`config.mk`:
```
export PLATFORM = sky130hd
export DESIGN_NAME = dsp_pixfifo
export DESIGN_NICKNAME = d
export VERILOG_FILES = /design/src/rtl/dsp_pixfifo.sv
export SDC_FILE = /design/constraint.sdc
export NUM_CORES = 1
export LEC_CHECK = 0
export CELL_PAD_IN_SITES_DETAIL_PLACEMENT = 0
export CELL_PAD_IN_SITES_GLOBAL_PLACEMENT = 1
export CORE_MARGIN = 2
export CORE_UTILIZATION = 43
export CTS_BUF_LIST = sky130_fd_sc_hd__clkbuf_8
export DETAILED_ROUTE_END_ITERATION = 10
export PLACE_DENSITY_LB_ADDON = 0.08
export REMOVE_ABC_BUFFERS = 1
export SLEW_MARGIN = 20
export SYNTH_ARGS = -nofsm -noshare
export SYNTH_HDL_FRONTEND = slang
export SYNTH_SLANG_ARGS = --single-unit
```
`constraint.sdc`:
```
create_clock -name i_clk -period 6.55 [get_ports i_clk]
set_clock_uncertainty 0.1 [all_clocks]
set_input_delay 1.31 -clock i_clk [delete_from_list [all_inputs] [get_ports i_clk]]
set_output_delay 1.31 -clock i_clk [all_outputs]
set_load 0.03 [all_outputs]
```
`src/rtl/dsp_pixfifo.sv`:
```
// dsp_pixfifo: 64-bit word FIFO feeding a nibble unpacker that hands one
// 3-bit RGB pixel per request to the display timing generator.
module dsp_pixfifo #(
  parameter int unsigned AW = 4
) (
  input  logic          i_clk,
  input  logic          i_rst,
  input  logic          i_wr,
  input  logic [63:0]   i_data,
  output logic          o_full,
  output logic [AW:0]   o_level,
  input  logic          i_px_rd,
  output logic          o_px_valid,
  output logic          o_px_r,
  output logic          o_px_g,
  output logic          o_px_b,
  output logic          o_ovf,
  output logic          o_unf
);

  localparam int unsigned DEPTH = 1 << AW;
  localparam int unsigned LW    = AW + 1;

  logic [63:0]   r_mem [DEPTH];
  logic [AW-1:0] r_wptr;
  logic [AW-1:0] r_rptr;
  logic [AW:0]   r_level;
  logic          r_full;

  logic [63:0]   r_word;
  logic          r_uvalid;
  logic [3:0]    r_idx;

  logic          r_px_valid;
  logic [2:0]    r_rgb;
  logic          r_ovf;
  logic          r_unf;

  logic          w_push;
  logic          w_drop;
  logic          w_served;
  logic          w_last;
  logic          w_have;
  logic          w_pop;
  logic [AW:0]   w_level_nxt;
  logic [63:0]   w_word_sh;
  logic [3:0]    w_nibble;

  // Handshake decode: writes are refused while full, even if a pop frees a slot.
  always_comb begin
    w_push   = i_wr & ~r_full;
    w_drop   = i_wr & r_full;
    w_served = i_px_rd & r_uvalid;
    w_last   = w_served & (r_idx == 4'hF);
    w_have   = (r_level != '0);
    w_pop    = (~r_uvalid | w_last) & w_have;
  end

  // MSB-first nibble select: index k picks word bits [63-4k -: 4].
  always_comb begin
    w_word_sh = r_word << {r_idx, 2'b00};
    w_nibble  = w_word_sh[63:60];
  end

  // Occupancy after this edge.
  always_comb begin
    w_level_nxt = r_level;
    case ({w_push, w_pop})
      2'b10:   w_level_nxt = r_level + LW'(1);
      2'b01:   w_level_nxt = r_level - LW'(1);
      default: w_level_nxt = r_level;
    endcase
  end

  // Word storage; contents need no reset since occupancy gates every read.
  always_ff @(posedge i_clk) begin
    if (w_push) begin
      r_mem[r_wptr] <= i_data;
    end
  end

  // FIFO pointers, occupancy and registered full flag.
  always_ff @(posedge i_clk) begin
    if (i_rst) begin
      r_wptr  <= '0;
      r_rptr  <= '0;
      r_level <= '0;
      r_full  <= 1'b0;
    end else begin
      if (w_push) begin
        r_wptr <= r_wptr + AW'(1);
      end
      if (w_pop) begin
        r_rptr <= r_rptr + AW'(1);
      end
      r_level <= w_level_nxt;
      r_full  <= (w_level_nxt == LW'(DEPTH));
    end
  end

  // Unpack register: reloads on idle or on the last nibble, so no bubble at word edges.
  always_ff @(posedge i_clk) begin
    if (i_rst) begin
      r_word   <= '0;
      r_uvalid <= 1'b0;
      r_idx    <= '0;
    end else if (w_pop) begin
      r_word   <= r_mem[r_rptr];
      r_uvalid <= 1'b1;
      r_idx    <= '0;
    end else if (w_served) begin
      r_idx <= r_idx + 4'd1;
      if (w_last) begin
        r_uvalid <= 1'b0;
      end
    end
  end

  // Pixel output stage: served -> nibble, unserved -> black, no request -> hold.
  always_ff @(posedge i_clk) begin
    if (i_rst) begin
      r_px_valid <= 1'b0;
      r_rgb      <= '0;
    end else begin
      r_px_valid <= w_served;
      if (w_served) begin
        r_rgb <= w_nibble[2:0];
      end else if (i_px_rd) begin
        r_rgb <= '0;
      end
    end
  end

  // Sticky error flags, cleared only by reset.
  always_ff @(posedge i_clk) begin
    if (i_rst) begin
      r_ovf <= 1'b0;
      r_unf <= 1'b0;
    end else begin
      if (w_drop) begin
        r_ovf <= 1'b1;
      end
      if (i_px_rd & ~r_uvalid) begin
        r_unf <= 1'b1;
      end
    end
  end

  assign o_full     = r_full;
  assign o_level    = r_level;
  assign o_px_valid = r_px_valid;
  assign o_px_r     = r_rgb[2];
  assign o_px_g     = r_rgb[1];
  assign o_px_b     = r_rgb[0];
  assign o_ovf      = r_ovf;
  assign o_unf      = r_unf;

endmodule

```
Yosys cells after proc, flatten, opt, wreduce, memory -nomap -nowiden. Memory sizes are Yosys's and may differ from the RTL's. A register that Yosys moved wholly into a read port is not among the register bits. Cells that the tools add are included.

Add/sub/neg operators: 5. Eq/ne operators: 4. Shift operators: 1. Mux-type cells: 8. Bitwise logic cells: 9. Reductions and logical operators: 6.

Operator list (count): $shl 64x6->63 (1); $add 4x1->4 const B (3); $pmux 5 s2 (1); $and 1x1->1 (6); $mux 3 (2); $reduce_bool 2->1 (3); $add 5x1->5 const B (1); $eq 5x5->1 const B (1); $mux 1 (5); $reduce_bool 5->1 (1); $sub 5x1->5 const B (1); $eq 4x4->1 const B (1); $eq 2x1->1 const B (1); $eq 2x2->1 const B (1); $not 1->1 (2); $reduce_and 2->1 (1); $reduce_or 2->1 (1); $or 1x1->1 (1).

Register bits after elaboration: 25. Bits in writable memories: 1024. Bits of input ports: 68. Output and inout port bits: 12. Memories kept: 1.

Memory list: r_mem (depth 16, bits a word 64, rd ports 1, clocked after memory_dff 1, wr ports 1, RTL line 24) `logic [63:0] r_mem [DEPTH];`.

Longest topological paths before layout.
Depth in word-level cells: 7. Depth in mapped cells: 12.

Worst setup path before layout. No wires, ideal clock.

Kind: input -> register. From: input port i_wr. To: memory r_mem[3][0], enable pin. Library setup time: 513 ps. Data arrival time: 5151 ps. Data required time: 5937 ps. Setup slack: 787 ps. Stages: 4. Cell sequence: nor2b_1 > clkbuf_1 > nand2_1 > nor3_1.

Cells in the longest elaborated chain, start to end: 3.

Ends and longest elaborated chain: start: declaration (RTL line 8) `input logic i_wr,`; $and 1x1->1 (RTL line 51) `w_push = i_wr & ~r_full;`; $mux 1 (RTL line 77) `if (w_push) begin`; $mux 1 (implied by the code) (RTL line 78) `r_mem[r_wptr] <= i_data;`; end: declaration (RTL line 24).

No other way between the ends.

Final worst setup path.
From: input port i_px_rd. To: register r_full, in the netlist o_full.

Cells in the longest elaborated chain, start to end: 7.

Ends and longest elaborated chain: start: declaration (RTL line 12) `input logic i_px_rd,`; $and 1x1->1 * (RTL line 53) `w_served = i_px_rd & r_uvalid;`; $and 1x1->1 * (RTL line 54) `w_last = w_served & (r_idx == 4'hF);`; $or 1x1->1 * (RTL line 56) `w_pop = (~r_uvalid | w_last) & w_have;`; $and 1x1->1 * (RTL line 56); named net w_pop (RTL line 44) `logic w_pop;`; $eq 2x1->1 / $eq 2x2->1 (equally long branches) (RTL line 68) `case ({w_push, w_pop})`; $pmux 5 s2 * (RTL line 68); $eq 5x5->1 * (RTL line 97) `r_full <= (w_level_nxt == LW'(DEPTH));`; end signal: assignment (RTL line 97); end: declaration (RTL line 28) `logic r_full;`.

Mark *: on every way through the listed nets, which the timed path passes. The rest lies on a longest branch. A chain may end at the register's enable or synchronous reset.

==> impl_metrics.yaml <==
global_routing:
  antenna_found_initial: 7
  grt_max_degree: 108
  grt_pass1_wl_um: 108100
  grt.total_usage_pct: 19.59
  first_global_vias: 16027
  gr-total-overflow: 0
floorplanning:
  start_util_pct: 43.31
  die_h_um: 277.4
  io-pin-count: 80
  die_x_um: 277.4
  rows: 100
  coreArea_um2: 74200
  die_area_um2: 76940
cts:
  clk_latency_ns: 0.77
  clock-sinks: 841
  post_cts_resized: 0
  cts_tree: "done"
  clockBufferDepth: 3
  postCtsSetupBuffers: 0
  htree_levels: 4
  cts_hold_buf: 0
  root_buffer: "clkbuf_8"
  cts_buffers: 143
  path_clk_slew_ns: 0.06
critical_path:
  path_cells: "clkdlybuf4s50_1 -> and4_1 -> o22ai_4 -> inv_2 -> ha_1 -> xor2_1 -> ha_1 -> or3b_2 -> a32o_1 -> a2111oi_0 -> and4_1"
  path_max_fanout: 9
  cp_data_arrival_time_ns: 4.70
  path_class: "input port to register"
  cp_data_required_time_ns: 7.17
  endpoint_kind: "register"
  cp_slowest_cell: "clkdlybuf4s50_1"
  cp-start-kind: "input port"
  cp_slowest_stage_delay_ns: 0.64
timing:
  fin_setup_tns_ns: 0
  slew_headroom_pct: 26.16
  max_freq_ghz: 0.2449
  timing.final.crit_period_ns: 4.084
  setup_viol: 0
  finalCritPeriodShare_pct: 62.35
  worst_pin_slew_ns: 1.108
  rsz0062_at_grt: "no"
  hold_violations: 0
  slew_viol_final: 0
routing:
  totalWireLength_um: 73590
  first_pass_iters: 5
  viasPerCell: 5.543
  drc_errors: 0
  wl_per_cell_um: 27.09
  vias: 15060
  ant_nets: 0
  drt_iter0_drc: 1195
power:
  seq_power_share_pct: 48.1
  switching_power_w: 0.003453
  clkPwrFrac_pct: 33.5
  ir_drop_mv: 0.1881
  leakagePower_nw: 11.55
  pwr_density_cell_nw_per_um2: 351.5
  p_int_w: 0.009519
  combPwrFrac_pct: 18.4
  p_total_w: 0.01297
  swShare_pct: 26.62
run:
  drv_cap: 0
layout:
  fin_nets: 1708
  final_util_pct: 49.74
  syn_to_final_growth_pct: 14.85
  instances_no_fill: 2717
  final_layout_size_suffix_gt1_share_pct: 29.67
  nFillCells: 6051
min_path:
  hp-class: "register to register"
yosys:
  synth_cell_types: 47
  async_flop_share_pct: 0
  yosysSeqAreaShare_pct: 76.31
  syn-mean-instance-area_um2: 21.89
  syn-instance-count: 1468
  syn_area_um2: 32140
  ys_warn_count: 0
  synth_edf_count: 768
  synth_ff_type: "edfxtp_1"
  ys_ff_latch: 841
place:
  dp_hpwl_um: 36200
  dpl.cell_count: 2454
  gp_congestion: 0.6895
  port_buffers: 63
outcome:
  status: "finished clean"
sequential cells by signal, indices dropped and copies added (netlist names), 3 cells and up:
register	count
r_rgb	3
r_mem	768
r_rptr	4
r_word	48
o_level	5
r_wptr	4
r_idx	4
layout by cell type, fill, tap and decap left out, types with 3 or more instances in the layout:
cell type	netlist	routed
nor3b_1	3	3
clkinv_2	0	25
nor3_2	0	4
a221o_1	50	50
inv_1	5	50
buf_4	2	25
clkinv_1	0	18
mux4_2	202	202
ha_1	9	9
clkinvlp_4	0	5
a21oi_1	10	10
a22oi_1	3	3
nor2_4	0	13
a21o_1	3	3
inv_6	0	7
xnor2_1	3	3
nor2_1	83	71
clkdlybuf4s50_1	0	63
dfxtp_1	73	70
mux2i_1	55	55
edfxtp_1	768	768
mux2_2	52	52
nand2_1	10	10
clkbuf_8	0	158
xor2_1	8	8
o21ai_0	3	3
nand2b_1	3	3
nand4_1	3	3
buf_12	0	13
nand3_1	5	5
dfxtp_4	0	3
path summary, 6_finish.rpt:
check           start  endpoint  slack, ns  cells after the start
max           i_px_rd    o_full       2.47                     11
min             o_unf     o_unf       0.37                      2
max reg2reg  r_idx[1]    o_full       2.78                     12
min reg2reg     o_unf     o_unf       0.37                      2
final cells by class:
| class | instances | area, um2 | share of cell area [%] |
|---|---|---|---|
| Antenna cell | 2 | 5.005 | 0.01356 |
| Clock inverter | 102 | 501.7 | 1.359 |
| Tap cell | 969 | 1212 | 3.285 |
| Sequential cell | 841 | 24530 | 66.48 |
| Inverter | 6 | 22.52 | 0.06102 |
| Clock buffer | 158 | 2175 | 5.892 |
| Multi-Input combinational cell | 536 | 7323 | 19.84 |
| Timing Repair Buffer | 103 | 1134 | 3.071 |
per-stage QoR:
| step | hold slack (ns) | area, um2 | setup slack, ns |
|---|---|---|---|
| 6_report | 0.3702 | 36910 | 2.466 |
| 5_1_grt | 0.4000 | 36910 | 2.306 |
| 4_1_cts | 0.3795 | 36880 | 2.548 |
| 3_5_place_dp | 0.3633 | 34210 | 1.718 |
| 3_3_place_gp | 0.3481 | 34130 | 1.730 |
| 2_1_floorplan | 0.3503 | 31740 | -2.867 |
per-layer routing:
layer | wire, um | part of all wire, % | track usage [%]
met1 | 33050 | 45 | 27.37
met2 | 35740 | 49 | 31.28
met3 | 3621 | 4.9 | 4.102
met4 | 1114 | 1.5 | 5.686
met5 | 62 | 0.084 | 0
Yosys cell counts, types with 5 or more instances:
master | count | area share, %
nand3_1 | 5 | 0.078
mux2i_1 | 55 | 1.7
buf_2 | 23 | 0.36
a221o_1 | 50 | 1.6
dfxtp_1 | 73 | 4.5
xor2_1 | 8 | 0.22
nor3_1 | 6 | 0.093
ha_1 | 9 | 0.35
mux2_2 | 52 | 1.8
a21oi_1 | 10 | 0.16
nand2_1 | 10 | 0.12
mux4_2 | 202 | 14
buf_6 | 6 | 0.21
edfxtp_1 | 768 | 72
inv_1 | 5 | 0.058
clkbuf_1 | 49 | 0.57
buf_1 | 5 | 0.058
nor2_1 | 83 | 0.97
critical path, delay by kind of cell:
family,cells,cell delay [ns]
buf+inv,2,0.79
fa+ha+maj,2,0.54
xor+xnor,1,0.18
simple gates,3,1.04
compound gates,3,0.83
kinds of logic after synthesis:
family	after synthesis	synth area share, %
buffers and inverters	91	1.316
flip-flops	841	76.31
XOR/XNOR	11	0.2998
adder cells (fa/ha/maj)	9	0.3504
AO/OA/AOI/OAI	79	2.223
multiplexers	309	17.69
AND/OR/NAND/NOR	128	1.810
power by group through the flow:
stage / clock [W] / sequential [W] / combinational [W]
2_1_floorplan: 0 / 0.00659 / 0.00186
3_3_place_gp: 0 / 0.00634 / 0.00243
3_5_place_dp: 0 / 0.00635 / 0.00244
4_1_cts: 0.00449 / 0.00624 / 0.00245
5_1_grt: 0.00473 / 0.00626 / 0.00259
6_report: 0.00435 / 0.00623 / 0.00239
Note: power is estimated with default switching activity, not from simulation.
